$ cat src/rtl/vga_timing_pkg.sv
// -----------------------------------------------------------------------------
// Package: vga_timing_pkg
// Purpose: shared constants and types for the VGA raster timing generator.
//          Holds the default counter width, the standard 640x480@60 mode
//          constants, and an H/V timing-set record for describing more modes.
// Ports:   none (package).
// -----------------------------------------------------------------------------
package vga_timing_pkg;

   // Default counter/coordinate width. 11 bits reaches 2047, enough for any
   // total up to 2048 pixels or lines.
   localparam int VGA_CW = 11;

   // Standard 640x480@60 Hz (25.175 MHz pixel clock) timing.
   localparam int VGA640_H_ACT  = 640;
   localparam int VGA640_H_FP   = 16;
   localparam int VGA640_H_SYNC = 96;
   localparam int VGA640_H_BP   = 48;
   localparam int VGA640_V_ACT  = 480;
   localparam int VGA640_V_FP   = 10;
   localparam int VGA640_V_SYNC = 2;
   localparam int VGA640_V_BP   = 33;
   localparam bit VGA640_H_POL  = 1'b0;
   localparam bit VGA640_V_POL  = 1'b0;

   // Longest supported sync/active re-alignment delay, in pixels.
   localparam int VGA_MAX_SYNC_DELAY = 7;

   // One axis of a timing set: active, front porch, sync and back porch.
   typedef struct packed {
      logic [15:0] act;
      logic [15:0] fp;
      logic [15:0] sync;
      logic [15:0] bp;
   } vga_axis_t;

   // Complete mode description: both axes plus sync polarities.
   typedef struct packed {
      vga_axis_t h;
      vga_axis_t v;
      logic      h_pol;
      logic      v_pol;
   } vga_mode_t;

   localparam vga_mode_t VGA_MODE_640X480_60 = '{
      h:     '{act: 16'd640, fp: 16'd16, sync: 16'd96, bp: 16'd48},
      v:     '{act: 16'd480, fp: 16'd10, sync: 16'd2,  bp: 16'd33},
      h_pol: 1'b0,
      v_pol: 1'b0
   };

   // Total period of one axis (pixels per line or lines per frame).
   function automatic int axis_total(input vga_axis_t a);
      return int'(a.act) + int'(a.fp) + int'(a.sync) + int'(a.bp);
   endfunction

   // Smallest counter width able to hold total-1.
   function automatic int axis_width(input int total);
      int w;
      w = 1;
      while ((total - 1) >= (1 << w)) begin
         w = w + 1;
      end
      return w;
   endfunction

endpackage

$ cat src/rtl/vga_sync_delay.sv
// -----------------------------------------------------------------------------
// Module: vga_sync_delay
// Purpose: N-deep, ce-gated shift register with a per-bit reset value. Used to
//          line the sync/active flags up with downstream pixel-fetch latency.
//          N=0 makes it a plain wire-through.
// Ports:
//   clk  in   1   pixel/system clock
//   rst  in   1   asynchronous reset, active-low
//   ce   in   1   pixel strobe; the pipe shifts only when ce=1
//   d    in   W   data into the pipe
//   q    out  W   data N ce-strobes later (d itself when N=0)
// -----------------------------------------------------------------------------
module vga_sync_delay
   import vga_timing_pkg::*;
#(
   parameter int           W       = 1,
   parameter int           N       = 0,
   parameter logic [W-1:0] RST_VAL = '0
) (
   input  logic         clk,
   input  logic         rst,
   input  logic         ce,
   input  logic [W-1:0] d,
   output logic [W-1:0] q
);

   // At least one stage is always declared so the array is never empty; for
   // N=0 the output mux bypasses it and synthesis drops the unused flops.
   localparam int DEPTH = (N > 0) ? N : 1;

   if (N < 0 || N > VGA_MAX_SYNC_DELAY) begin : g_bad_depth
      $error("vga_sync_delay: N out of range");
   end

   logic [W-1:0] pipe [DEPTH];

   // Every stage resets to RST_VAL so the delayed outputs show the idle
   // level straight out of reset instead of a spurious pulse.
   always_ff @(posedge clk or negedge rst) begin
      if (!rst) begin
         for (int i = 0; i < DEPTH; i++) begin
            pipe[i] <= RST_VAL;
         end
      end else if (ce) begin
         pipe[0] <= d;
         for (int i = 1; i < DEPTH; i++) begin
            pipe[i] <= pipe[i-1];
         end
      end
   end

   assign q = (N == 0) ? d : pipe[DEPTH-1];

endmodule

$ cat src/rtl/vga_timing_gen.sv
// -----------------------------------------------------------------------------
// Module: vga_timing_gen
// Purpose: parametrised VGA raster timing generator. Two free-running counters
//          (stage 0) walk the raster; stage 1 registers the coordinates and
//          flags derived from them. hsync/vsync/active may be delayed a further
//          SYNC_DELAY pixels to match downstream pixel-fetch latency.
// Ports:
//   clk          in   1   pixel/system clock
//   rst          in   1   asynchronous reset, active-low
//   ce           in   1   pixel strobe; all state advances only when ce=1
//   hsync        out  1   horizontal sync, asserted level H_POL
//   vsync        out  1   vertical sync, asserted level V_POL
//   x            out  CW  current pixel column, 0..H_TOTAL-1
//   y            out  CW  current line, 0..V_TOTAL-1
//   active       out  1   1 when x<H_ACT and y<V_ACT
//   line_start   out  1   1 for one pixel period when x==0
//   frame_start  out  1   1 for one pixel period when x==0 and y==0
// -----------------------------------------------------------------------------
module vga_timing_gen
   import vga_timing_pkg::*;
#(
   parameter int CW         = VGA_CW,
   parameter int H_ACT      = VGA640_H_ACT,
   parameter int H_FP       = VGA640_H_FP,
   parameter int H_SYNC     = VGA640_H_SYNC,
   parameter int H_BP       = VGA640_H_BP,
   parameter int V_ACT      = VGA640_V_ACT,
   parameter int V_FP       = VGA640_V_FP,
   parameter int V_SYNC     = VGA640_V_SYNC,
   parameter int V_BP       = VGA640_V_BP,
   parameter bit H_POL      = VGA640_H_POL,
   parameter bit V_POL      = VGA640_V_POL,
   parameter int SYNC_DELAY = 0
) (
   input  logic          clk,
   input  logic          rst,
   input  logic          ce,
   output logic          hsync,
   output logic          vsync,
   output logic [CW-1:0] x,
   output logic [CW-1:0] y,
   output logic          active,
   output logic          line_start,
   output logic          frame_start
);

   localparam int H_TOTAL = H_ACT + H_FP + H_SYNC + H_BP;
   localparam int V_TOTAL = V_ACT + V_FP + V_SYNC + V_BP;

   // Parameter sanity is an elaboration-time matter only.
   if (CW < 1 || CW > 30 ||
       H_ACT < 1 || H_FP < 0 || H_SYNC < 1 || H_BP < 0 ||
       V_ACT < 1 || V_FP < 0 || V_SYNC < 1 || V_BP < 0 ||
       (H_TOTAL - 1) >= (1 << CW) || (V_TOTAL - 1) >= (1 << CW) ||
       SYNC_DELAY < 0 || SYNC_DELAY > VGA_MAX_SYNC_DELAY) begin : g_bad_cfg
      $error("vga_timing_gen: invalid timing parameters");
   end

   // Raster landmarks at counter width; all comparisons are unsigned.
   localparam logic [CW-1:0] H_LAST   = CW'(H_TOTAL - 1);
   localparam logic [CW-1:0] V_LAST   = CW'(V_TOTAL - 1);
   localparam logic [CW-1:0] H_ACT_CW = CW'(H_ACT);
   localparam logic [CW-1:0] V_ACT_CW = CW'(V_ACT);
   localparam logic [CW-1:0] HS_BEG   = CW'(H_ACT + H_FP);
   localparam logic [CW-1:0] HS_END   = CW'(H_ACT + H_FP + H_SYNC - 1);
   localparam logic [CW-1:0] VS_BEG   = CW'(V_ACT + V_FP);
   localparam logic [CW-1:0] VS_END   = CW'(V_ACT + V_FP + V_SYNC - 1);

   // ---------------------------------------------------------------------
   // Stage 0: raster counters
   // ---------------------------------------------------------------------
   logic [CW-1:0] h_cnt;
   logic [CW-1:0] v_cnt;
   logic          h_last;
   logic          v_last;

   assign h_last = (h_cnt == H_LAST);
   assign v_last = (v_cnt == V_LAST);

   always_ff @(posedge clk or negedge rst) begin
      if (!rst) begin
         h_cnt <= '0;
         v_cnt <= '0;
      end else if (ce) begin
         if (h_last) begin
            h_cnt <= '0;
            v_cnt <= v_last ? '0 : v_cnt + 1'b1;
         end else begin
            h_cnt <= h_cnt + 1'b1;
         end
      end
   end

   // ---------------------------------------------------------------------
   // Stage 0 decode
   // ---------------------------------------------------------------------
   logic hs_win;
   logic vs_win;
   logic act_win;

   assign hs_win  = (h_cnt >= HS_BEG) && (h_cnt <= HS_END);
   assign vs_win  = (v_cnt >= VS_BEG) && (v_cnt <= VS_END);
   assign act_win = (h_cnt < H_ACT_CW) && (v_cnt < V_ACT_CW);

   // ---------------------------------------------------------------------
   // Stage 1: registered coordinates and flags, all aligned to x/y
   // ---------------------------------------------------------------------
   logic hsync_s1;
   logic vsync_s1;
   logic active_s1;

   always_ff @(posedge clk or negedge rst) begin
      if (!rst) begin
         x           <= '0;
         y           <= '0;
         line_start  <= 1'b0;
         frame_start <= 1'b0;
         hsync_s1    <= ~H_POL;
         vsync_s1    <= ~V_POL;
         active_s1   <= 1'b0;
      end else if (ce) begin
         x           <= h_cnt;
         y           <= v_cnt;
         line_start  <= (h_cnt == '0);
         frame_start <= (h_cnt == '0) && (v_cnt == '0);
         // vsync follows v_cnt, which only moves on the h wrap, so it spans
         // whole lines starting at x=0.
         hsync_s1    <= hs_win ? H_POL : ~H_POL;
         vsync_s1    <= vs_win ? V_POL : ~V_POL;
         active_s1   <= act_win;
      end
   end

   // ---------------------------------------------------------------------
   // Optional re-alignment of {hsync,vsync,active}; x/y stay undelayed
   // ---------------------------------------------------------------------
   localparam logic [2:0] FLAG_IDLE = {~H_POL, ~V_POL, 1'b0};

   vga_sync_delay #(
      .W       (3),
      .N       (SYNC_DELAY),
      .RST_VAL (FLAG_IDLE)
   ) u_sync_delay (
      .clk (clk),
      .rst (rst),
      .ce  (ce),
      .d   ({hsync_s1, vsync_s1, active_s1}),
      .q   ({hsync, vsync, active})
   );

endmodule

$ cat config.mk
export PLATFORM = sky130hd
export DESIGN_NAME = vga_timing_gen
export DESIGN_NICKNAME = d
export VERILOG_FILES = /design/src/rtl/vga_timing_pkg.sv /design/src/rtl/vga_sync_delay.sv /design/src/rtl/vga_timing_gen.sv
export SDC_FILE = /design/constraint.sdc
export NUM_CORES = 1
export LEC_CHECK = 0
export BUFFER_PORTS_ARGS = -buffer_cell sky130_fd_sc_hd__buf_2
export CORE_MARGIN = 2
export CORE_UTILIZATION = 61
export CTS_CLUSTER_DIAMETER = 40
export CTS_CLUSTER_SIZE = 12
export DETAILED_ROUTE_END_ITERATION = 10
export PLACE_DENSITY = 0.85
export SLEW_MARGIN = 5
export SYNTH_ARGS = -nofsm -noshare
export SYNTH_HDL_FRONTEND = slang
export SYNTH_HIERARCHICAL = 1
export SYNTH_SLANG_ARGS = --single-unit
$ cat constraint.sdc
create_clock -name clk -period 3.4 [get_ports clk]
set_input_delay 0.68 -clock clk [delete_from_list [all_inputs] [get_ports clk]]
set_output_delay 0.68 -clock clk [all_outputs]
set_load 0.1 [all_outputs]
# == After elaboration in Yosys (flattened, before gate mapping) ==
# Index checks and enable logic that the tools add are counted.
# op_classes
add_sub_neg,2
magnitude_cmp,6
n_eq_ne,2
n_mux,4
n_reduce_logical,7
# op_table
cell,count
$add A11 B1 Y11 const B,2
$eq A11 B10 Y1 const B,2
$logic_not A11 Y1,2
$mux W11,2
$ge A11 B10 Y1 const B,1
$ge A11 B9 Y1 const B,1
$le A11 B10 Y1 const B,1
$le A11 B9 Y1 const B,1
$lt A11 B10 Y1 const B,1
$lt A11 B9 Y1 const B,1
$logic_and A1 B1 Y1,4
$mux W1,2
$reduce_and A2 Y1,1
# totals
register_bits,49
input_bits,3
output_inout_bits,27

# == Longest topological paths before layout ==
# Gate-level depths: netlist of run 1.
# logic_depth
depth_word,3
mapped_depth,7

# == Modules after synthesis ==
# Netlist of run 1, hierarchy kept.
# by_module_without_submodules
module,instances,cells_per_inst,area_each_um2,seq_area_each_um2
vga_timing_gen,1,194,2278.4,1228.7
vga_sync_delay,1,3,22.5,0.0

# == Least setup slack after synthesis of run 1 ==
# OpenSTA, ideal clock, no wires.
# synth_path
path_kind,input port to flip-flop
startpoint,input port ce
endpoint,register x[0]
setup_ns,0.125
arrival_ns,1.569
slack_ns,1.705
path_stages,3
n_path_buf,2
path_cell_list,buf_2 -> buf_1 -> mux2_2
# synth_rtl
item,line,text
start: declaration,vga_timing_gen.sv:37,"input logic ce,"
end signal: assignment,vga_timing_gen.sv:122,x <= h_cnt;
end: declaration,vga_timing_gen.sv:40,"output logic [CW-1:0] x,"
# No word-level cell between the ends.

# == Worst setup path in the final report of run 1 ==
# layout_path
startpoint,register hsync_s1
endpoint,output port hsync
# layout_rtl
item,line,text
start: declaration,vga_timing_gen.sv:108,logic hsync_s1;
start signal: assignment,vga_timing_gen.sv:118,hsync_s1 <= ~H_POL;
start signal: assignment,vga_timing_gen.sv:128,hsync_s1 <= hs_win ? H_POL : ~H_POL;
end: declaration,vga_timing_gen.sv:38,"output logic hsync,"
# No word-level cell between the ends.

==> flow_metrics.tcl, run 1 <==
set metrics [dict create \
    status "finished clean" \
    critPathSlowestCell "dfstp_2" \
    dieArea_sq_um 4280 \
    syn_nets 205 \
    fin_crit_sh_pct 57.0 \
    fmax_mhz 516 \
    synthXorXnorAreaFrac_pct 2.66 \
    grt_max_degree 50 \
    ios 30 \
    synth_mux_area_share_pct 11.2 \
    clk_transition_reported_paths_ns 0.08 \
    synth_top_family_by_area "simple AND/OR/NAND/NOR gates" \
    period_needed_ns 1.94 \
    gp_congestion 0.816 \
    hold_viol 0 \
    worst-path-max-fanout 2 \
    use_met2_pct 31.8 \
    pre_cts_slack_ns 1.44 \
    leakagePower_nw 1.17 \
    ctsRootBufferMaster "clkbuf_8" \
    first_pass_iters 4 \
    fill_cells 280 \
    drt-initial-drc-count 160 \
    n_antenna_cell 0 \
    yosys_warnings 6 \
    start_util_pct 63.3 \
    grt.total_usage_pct 22.0 \
    syn_inst 197 \
    path_cells "buf_2" \
    antenna_found_initial 0 \
    async_flop_share_pct 100 \
    worstPathRequired_ns 2.72 \
    whs_path_depth 1 \
    fp.coreArea_sq_um 3630 \
    vias_per_cell 5.82 \
    cts_tree "done" \
    path_buf_inv 1 \
    place_hpwl_um 2880 \
    synth_edf_count 0 \
    grt.busiest_layer "met1" \
    setup_ws_ns 1.46 \
    cp_num_cells 1 \
    grtUsageMet3_pct 5.14 \
    maxSlewViolCount 0 \
    wire_per_inst_um 15.1 \
    row_count 22 \
    avgSynthCellArea_sq_um 11.7 \
    synth-simple-area-share_pct 15.4 \
    postCtsSetupBuffers 0 \
    timing.critical_path.to_type "output port" \
    clk_path_buf_depth 2 \
    grtUsageMet1_pct 32.9 \
    area_growth_pct 9.68 \
    die-height_um 65.4 \
    port-buffer-count 29 \
    final_util_pct 69.5 \
    finClkSkew_ns 0.00437 \
    tightestPinTransition_ns 1.03 \
    ir_worst_vdd_mv 0.414 \
    antenna_left 0 \
    dieWidth_um 65.4 \
    setup_viol 0 \
    slew_headroom_pct 31.0 \
    post_cts_resized 0 \
    cts_sinks 49 \
    crit_type "reg2out" \
    syn_area_sq_um 2300 \
    tns_ns 0 \
    drive_gt1_share_pct 32.1 \
    nets 231 \
    cp-start-kind "flip-flop" \
    numCtsBuffers 5 \
    grt_overflow_total 0 \
    synth_fa_ha_area_share_pct 2.72 \
    finalWirelength_um 4110 \
    crit_family "flip-flops" \
    htree_levels 2 \
    cap_violations 0 \
    max_stage_delay_ns 0.54 \
    vias 1583 \
    cp_data_arrival_time_ns 1.26 \
    p_per_area_nw_per_um2 589 \
    grt_pass1_vias 1512 \
    hold_class "reg2reg" \
    clock_latency_ns 0.30 \
    grt_pass1_wl_um 7240 \
    synth_ff_type "dfrtp_1" \
    synth-compound-area-share_pct 9.62 \
    cts_hold_buf 0 \
    synthDistinctLibCells 46 \
    seq_area_frac_synth_pct 53.4 \
    remaining_drc_errors 0 \
    reg2reg_depth 5 \
    rsz0062_at_grt "false" \
    synth_seq_cells 49 \
]
-- report_power, final --
part           total [mW]  switching [mW]  internal (mW)  leakage [nW]
logic               0.442           0.342          0.100         0.517
clock network       0.327           0.181          0.146        0.0385
registers           0.717          0.0709          0.646         0.614
-- registers in the layout, indices dropped and copies added, names as in the netlist --
name	count
hsync_s1	1
v_cnt	11
h_cnt	11
x	11
vsync_s1	1
y	11
line_start	1
active_s1	1
frame_start	1
-- stage by stage --
stage                     cell area [sq um]  instances  power (mW)  hold WS (ns)
after floorplan                        2300        197        1.09         0.384
after global placement                 2440        264        1.16         0.486
after detailed placement               2440        264        1.17         0.490
after CTS                              2520        272        1.50         0.508
after global routing                   2520        272        1.56         0.525
final                                  2520        272        1.49         0.507
-- cell usage after synthesis (all sizes together), types with 2 or more instances --
master | n | share of area, %
o21ai | 13 | 2.8
and2 | 2 | 0.65
nor3 | 4 | 1.1
nor2 | 5 | 0.82
o22ai | 2 | 0.54
nand2 | 12 | 2.3
clkbuf | 2 | 0.38
and3 | 5 | 1.5
o32a | 2 | 0.87
o31ai | 5 | 1.6
xnor2 | 4 | 1.5
inv | 11 | 1.8
dfrtp | 47 | 51
and4 | 2 | 0.76
nand3 | 13 | 2.8
dfstp | 2 | 2.3
ha | 5 | 2.7
mux2 | 22 | 11
nor4 | 2 | 1.2
nand4 | 7 | 2.2
buf | 9 | 2.8
xor2 | 3 | 1.1
a21oi | 5 | 1.3
-- cell usage in the layout, fill, tap and decap left out, drive strengths merged, types with 2 or more instances in the layout --
| cell type | netlist | final |
|---|---|---|
| and4 | 2 | 2 |
| a21oi | 5 | 5 |
| inv | 11 | 11 |
| nor4 | 2 | 2 |
| xor2 | 3 | 3 |
| o32a | 2 | 2 |
| nand2 | 12 | 12 |
| buf | 9 | 30 |
| nor2 | 5 | 5 |
| nand3 | 13 | 13 |
| xnor2 | 4 | 4 |
| o22ai | 2 | 2 |
| nor3 | 4 | 4 |
| dfrtp | 47 | 47 |
| nand4 | 7 | 7 |
| o21ai | 13 | 13 |
| and3 | 5 | 5 |
| dfstp | 2 | 2 |
| mux2 | 22 | 22 |
| o31ai | 5 | 5 |
| ha | 5 | 5 |
| clkbuf | 2 | 7 |
| and2 | 2 | 2 |
-- worst paths after layout --
path	startpoint	to	slack [ns]
worst max-delay path	hsync_s1$_DFFE_PN1P_	hsync	1.46
worst min register to register	y[0]$_DFFE_PN0P_	y[0]$_DFFE_PN0P_	0.51
worst max register to register	h_cnt[0]$_DFFE_PN0P_	v_cnt[3]$_DFFE_PN0P_	1.48
min in group asynchronous	rst	y[6]$_DFFE_PN0P_	0.56
max in group asynchronous	rst	v_cnt[1]$_DFFE_PN0P_	2.20
worst min-delay path	y[0]$_DFFE_PN0P_	y[0]$_DFFE_PN0P_	0.51
-- cell families after synthesis --
| family | count (synthesis) |
|---|---|
| AOI/OAI and AO/OA | 33 |
| xor gates and xnor gates | 7 |
| adders and majority gates | 5 |
| buffers and inverters | 22 |
| DFF | 49 |
| muxes | 23 |
| and+or+nand+nor | 58 |
-- per-layer routing --
layer | vias to the layer above | wire length, um
li1 | 757 | -
met1 | 778 | 2000
met2 | 40 | 1870
met3 | 8 | 190
met4 | 0 | 47
met5 | - | 0
-- final cells by class --
class | count | area, sq um | share of cell area [%]
Clock inverter | 1 | 7.51 | 0.297
Timing Repair Buffer | 30 | 153 | 6.05
Inverter | 11 | 41.3 | 1.64
Tap cell | 48 | 60.1 | 2.38
Multi-Input combinational cell | 126 | 957 | 37.9
Clock buffer | 7 | 76.3 | 3.02
Sequential cell | 49 | 1230 | 48.7
(Power assumes the default switching activity.)
==> run 2, diff against run 1 <==
--- a/config.mk
+++ b/config.mk
@@ -5,13 +5,14 @@
 export SDC_FILE = /design/constraint.sdc
 export NUM_CORES = 1
 export LEC_CHECK = 0
+export ABC_AREA = 1
 export BUFFER_PORTS_ARGS = -buffer_cell sky130_fd_sc_hd__buf_2
 export CORE_MARGIN = 2
-export CORE_UTILIZATION = 61
+export CORE_UTILIZATION = 57
 export CTS_CLUSTER_DIAMETER = 40
 export CTS_CLUSTER_SIZE = 12
 export DETAILED_ROUTE_END_ITERATION = 10
-export PLACE_DENSITY = 0.85
+export PLACE_DENSITY = 0.79
 export SLEW_MARGIN = 5
 export SYNTH_ARGS = -nofsm -noshare
 export SYNTH_HDL_FRONTEND = slang
==> constraint.sdc (replaced) <==
create_clock -name clk -period 1.9 [get_ports clk]
set_input_delay 0.38 -clock clk [delete_from_list [all_inputs] [get_ports clk]]
set_output_delay 0.38 -clock clk [all_outputs]
set_load 0.1 [all_outputs]
==> run 2 against run 1 <==
Against the previous run: the flow now finishes with violations (negative hold slack); combinational power rose by 120%; cell area is 9.5% higher; hold slack worse by 0.51 ns; wire length increased by 21%; synthesized cell count grew 54%; critical path depth unchanged; die area is 15% higher; sequential share of layout area fell by 4.2 points; sequential power is 84% higher; critical endpoint unchanged.
==> flow_metrics.tcl, run 2 <==
set metrics [dict create \
    grt_overflow_total 0 \
    path_cells "buf_2" \
    tightestPinTransition_ns 0.496 \
    final_cell_mix "nand2_1 (93), dfrtp_1 (47), nor2_1 (33)" \
    p_int_mw 1.66 \
    hold_class "in2async" \
    antenna_left 0 \
    cp_num_cells 1 \
    antenna_found_initial 0 \
    critPathSlowestCell "dfstp_2" \
    crit_end "hsync" \
    synth_edf_count 0 \
    nets 342 \
    post_cts_resized 0 \
    synth.most_common_cell "nand2_1" \
    fp.coreArea_sq_um 4260 \
    syn_area_sq_um 2480 \
    reg2reg_depth 6 \
    clk_transition_reported_paths_ns 0.09 \
    vias 2015 \
    fin_crit_sh_pct 86.8 \
    grtUsageMet3_pct 4.62 \
    fill_cells 371 \
    grt.total_usage_pct 22.6 \
    finClkSkew_ns 0.00961 \
    synth_seq_cells 49 \
    yosysTopAreaCellShare_pct 47.3 \
    synth_top_cell_by_area "dfrtp_1" \
    tns_ns 0 \
    cp_data_arrival_time_ns 1.27 \
    cts_tree "done" \
    max_stage_delay_ns 0.54 \
    maxSlewViolCount 0 \
    combPwrFrac_pct 33.2 \
    netlist_top_cells_count "nand2_1 (93), dfrtp_1 (47), nor2_1 (33), inv_1 (31), nand3_1 (20)" \
    die-height_um 70.0 \
    gp_congestion 0.888 \
    grt_max_degree 23 \
    ff2ff_setup_slack_ns 0.41 \
    first_pass_iters 4 \
    violations "negative hold slack" \
    n_antenna_cell 0 \
    vias_per_cell 5.21 \
    cp-start-kind "flip-flop" \
    fmax_mhz 606 \
    drt-initial-drc-count 122 \
    grt.busiest_layer "met2" \
    seq_power_share_pct 44.7 \
    p_sw_share_pct 43.8 \
    layout.area.seq_sq_um 1230 \
    syn_inst 303 \
    p_sw_mw 1.29 \
    period_needed_ns 1.65 \
    synth_ff_type "dfrtp_1" \
    cap_violations 0 \
    grt_pass1_wl_um 8830 \
    htree_levels 2 \
    place_hpwl_um 3730 \
    multiInputGateArea_sq_um 1070 \
    synthDistinctLibCells 31 \
    leakagePower_nw 1.47 \
    avgSynthCellArea_sq_um 8.20 \
    grt_pass1_vias 1979 \
    dieArea_sq_um 4900 \
    yosys_warnings 6 \
    postCtsSetupBuffers 0 \
    p_clk_share_pct 22.1 \
    wire_per_inst_um 12.9 \
    fin_hold_ws_ns -0.000672 \
    area_growth_pct 11.2 \
    seq_area_frac_synth_pct 49.4 \
    p_per_area_nw_per_um2 1070 \
    status "finished with violations" \
    ctsRootBufferMaster "clkbuf_8" \
    start_util_pct 58.3 \
    worstPathRequired_ns 1.52 \
    total_power_mw 2.95 \
    hold_viol 5 \
    dieWidth_um 70.0 \
    crit_type "reg2out" \
    grtUsageMet1_pct 29.9 \
    timing.critical_path.to_type "output port" \
    use_met2_pct 36.9 \
    cts_sinks 49 \
    r2r_end "v_cnt[5]$_DFFE_PN0P_" \
    crit_family "flip-flops" \
    synthTopCellsByArea "dfrtp_1 (47%), nand2_1 (14%), nor2_1 (5.0%)" \
    row_count 24 \
    rsz0062_at_grt "false" \
    slew_headroom_pct 67.2 \
    critPathLaunch "hsync_s1$_DFFE_PN1P_" \
    remaining_drc_errors 0 \
    clk_path_buf_depth 2 \
    syn_nets 311 \
    path_buf_inv 1 \
    async_flop_share_pct 100 \
    rr_startpoint "h_cnt[0]$_DFFE_PN0P_" \
    ios 30 \
    clock_latency_ns 0.31 \
    numCtsBuffers 5 \
    worst-path-max-fanout 2 \
    drive_gt1_share_pct 17.3 \
    ir_worst_vdd_mv 0.732 \
    cts_hold_buf 0 \
    final_common_cell "nand2_1" \
    port-buffer-count 29 \
    setup_viol 0 \
    finalWirelength_um 4990 \
]
-- run 2: cell type report --
| type | count | area share [%] |
|---|---|---|
| clock inverter | 2 | 0.498 |
| multi-input combinational | 212 | 38.8 |
| sequential | 49 | 44.5 |
| tap | 52 | 2.35 |
| timing repair buffer | 34 | 6.61 |
| inverter | 32 | 4.35 |
| clock buffer | 6 | 2.99 |
-- run 2: metal layers --
metal  vias up  routed length [um]
li1       1011                   -
met1       950                2310
met2        44                2400
met3        10                 188
met4         0                  93
met5         -                   0
-- run 2: power groups by stage --
stage / Combinational (mW) / Clock, mW / Sequential (mW)
2_1_floorplan: 0.370 / 0 / 1.76
3_3_place_gp: 0.972 / 0 / 1.33
3_5_place_dp: 0.986 / 0 / 1.33
4_1_cts: 0.986 / 0.672 / 1.32
5_1_grt: 1.06 / 0.714 / 1.34
6_report: 0.978 / 0.651 / 1.32
-- run 2: worst min-delay path by stage --
stage                             to  start  slack [ns]
2_1_floorplan  active_s1$_DFFE_PN0P_    rst        0.08
3_3_place_gp        x[6]$_DFFE_PN0P_    rst        0.34
3_5_place_dp        x[6]$_DFFE_PN0P_    rst        0.35
4_1_cts             x[6]$_DFFE_PN0P_    rst       0.006
5_1_grt             x[5]$_DFFE_PN0P_    rst        0.02
6_report        h_cnt[6]$_DFFE_PN0P_    rst     -0.0007
-- run 2: through the flow --
| stage | hold slack, ns | setup WS [ns] | area (sq um) | cells | utilization, % |
|---|---|---|---|---|---|
| after floorplan | 0.0844 | 0.617 | 2480 | 303 | - |
| after detailed placement | 0.349 | 0.419 | 2670 | 379 | 62.6 |
| after CTS | 0.00570 | 0.231 | 2760 | 387 | 64.8 |
| final | -0.000672 | 0.251 | 2760 | 387 | 64.8 |
| after global placement | 0.342 | 0.463 | 2670 | 379 | 62.6 |
| after global routing | 0.0205 | 0.213 | 2760 | 387 | 64.8 |
-- run 2: cells by family after synthesis --
group           count (synthesis)  share of synthesized area [%]
flops                          49                           49.4
fa+ha+maj                       5                           2.52
simple gates                  169                           31.0
compound gates                 29                           6.39
xor+xnor                        9                           3.17
buf+inv                        42                           7.45
==> run 3, diff against run 2 <==
--- a/config.mk
+++ b/config.mk
@@ -7,7 +7,7 @@
 export LEC_CHECK = 0
 export ABC_AREA = 1
 export BUFFER_PORTS_ARGS = -buffer_cell sky130_fd_sc_hd__buf_2
-export CORE_MARGIN = 2
+export CORE_MARGIN = 8
 export CORE_UTILIZATION = 57
 export CTS_CLUSTER_DIAMETER = 40
 export CTS_CLUSTER_SIZE = 12
==> run 3 against run 2 <==
Against the previous run: the run now ends clean; clock power up 20%; hold slack better by 0.039 ns; power up 4.6%; cell area up 1.0%; sequential power about the same; fmax up 0.42%; core utilization up 0.67 points; first-iteration DRC count up 3.3%; setup slack better by 0.0070 ns; final cell count down 0.26%; critical endpoint is now vsync.
==> flow_metrics.tcl, run 3 (synthesis gave the netlist of run 2 again) <==
set metrics [dict create \
    dieWidth_um 82.0 \
    use_met2_pct 27.6 \
    combPwrFrac_pct 32.1 \
    ir_worst_vdd_mv 0.709 \
    cts_sinks 49 \
    crit_family "flip-flops" \
    final_cell_mix "nand2_1 (93), dfrtp_1 (47), nor2_1 (33)" \
    max_stage_delay_ns 0.54 \
    place_hpwl_um 3760 \
    fin_crit_sh_pct 86.4 \
    drt-initial-drc-count 126 \
    ios 30 \
    grt.busiest_layer "met2" \
    tns_ns 0 \
    clk_transition_reported_paths_ns 0.09 \
    grtUsageMet3_pct 3.72 \
    path_cells "buf_2" \
    reg2reg_depth 6 \
    p_int_mw 1.79 \
    period_needed_ns 1.64 \
    status "finished clean" \
    antenna_found_initial 0 \
    first_pass_iters 4 \
    path_buf_inv 1 \
    leakagePower_nw 1.48 \
    rsz0062_at_grt "false" \
    cap_violations 0 \
    post_cts_resized 0 \
    dieArea_sq_um 6730 \
    maxSlewViolCount 0 \
    drive_gt1_share_pct 17.1 \
    final_common_cell "nand2_1" \
    crit_end "vsync" \
    p_per_area_nw_per_um2 1100 \
    grt_max_degree 50 \
    cp_num_cells 1 \
    postCtsSetupBuffers 0 \
    cts_hold_buf 0 \
    ctsRootBufferMaster "clkbuf_8" \
    vias 1963 \
    clock_latency_ns 0.31 \
    hold_viol 0 \
    fin_hold_ws_ns 0.0384 \
    tightestPinTransition_ns 0.503 \
    r2r_end "v_cnt[5]$_DFFE_PN0P_" \
    worstPathRequired_ns 1.52 \
    gp_congestion 0.915 \
    nets 341 \
    timing.critical_path.to_type "output port" \
    grt.total_usage_pct 17.0 \
    numCtsBuffers 5 \
    cp_data_arrival_time_ns 1.26 \
    finalWirelength_um 5200 \
    dpl_cell_area_sq_um 2670 \
    rr_startpoint "h_cnt[0]$_DFFE_PN0P_" \
    p_clk_share_pct 25.4 \
    vias_per_cell 5.09 \
    critPathSlowestCell "dfstp_2" \
    wire_per_inst_um 13.5 \
    fp.coreArea_sq_um 4260 \
    critPathLaunch "vsync_s1$_DFFE_PN1P_" \
    start_util_pct 58.3 \
    p_sw_mw 1.29 \
    n_antenna_cell 0 \
    port-buffer-count 29 \
    slew_headroom_pct 66.7 \
    area_growth_pct 12.4 \
    grt_overflow_total 0 \
    crit_type "reg2out" \
    fmax_mhz 609 \
    antenna_left 0 \
    worst-path-max-fanout 2 \
    hold_class "in2async" \
    setup_viol 0 \
    finClkSkew_ns 0.00697 \
    p_sw_share_pct 41.9 \
    cts_tree "done" \
    die-height_um 82.0 \
    grtUsageMet1_pct 21.2 \
    ff2ff_setup_slack_ns 0.42 \
    seq_power_share_pct 42.5 \
    cp-start-kind "flip-flop" \
    final_cell_area_sq_um 2790 \
    row_count 24 \
    grt_pass1_vias 1944 \
    grt_pass1_wl_um 8930 \
    remaining_drc_errors 0 \
    htree_levels 2 \
    clk_path_buf_depth 2 \
]
==> run 3: cell count changes in the layout (fill, tap and decap cells not counted), sizes merged <==
cell	before	now
clkinv	2	0
buf	34	33
bufinv	0	1
clkinvlp	0	1
==> run 3: per-layer routing <==
metal  wire length, um  vias to the layer above
li1                  -                     1013
met1              2400                      898
met2              2460                       44
met3               232                        8
met4               102                        0
met5                 0                        -
==> run 3: worst min path at each step <==
stage / endpoint / cells past startpoint / start
floorplan: active_s1$_DFFE_PN0P_ / 0 / rst
global placement: y[6]$_DFFE_PN0P_ / 2 / rst
detailed placement: y[6]$_DFFE_PN0P_ / 2 / rst
CTS: y[8]$_DFFE_PN0P_ / 2 / rst
global route: h_cnt[0]$_DFFE_PN0P_ / 2 / rst
finish: y[6]$_DFFE_PN0P_ / 2 / rst
==> run 3: cell type report <==
cell class                      count  area, sq um
Clock inverter                      2         37.5
Timing Repair Buffer               33          188
Sequential cell                    49         1230
Multi-Input combinational cell    212         1070
Clock buffer                        6         82.6
Tap cell                           52         65.1
Fill cell                         360         1470
Inverter                           32          120
==> run 3: power by group through the flow <==
stage | Sequential [mW] | Combinational, mW | Clock, mW
2_1_floorplan | 1.76 | 0.370 | 0
3_3_place_gp | 1.33 | 0.985 | 0
3_5_place_dp | 1.33 | 0.993 | 0
4_1_cts | 1.31 | 0.998 | 0.802
5_1_grt | 1.33 | 1.06 | 0.838
6_report | 1.31 | 0.989 | 0.781
==> run 3: through the flow <==
| stage | instances | setup WS [ns] | utilization (%) | power, mW |
|---|---|---|---|---|
| finish | 386 | 0.258 | 65.5 | 3.08 |
| global route | 386 | 0.216 | 65.5 | 3.23 |
| detailed placement | 378 | 0.275 | 62.7 | 2.32 |
| CTS | 386 | 0.239 | 65.5 | 3.11 |
| floorplan | 303 | 0.617 | - | 2.13 |
| global placement | 378 | 0.272 | 62.7 | 2.31 |
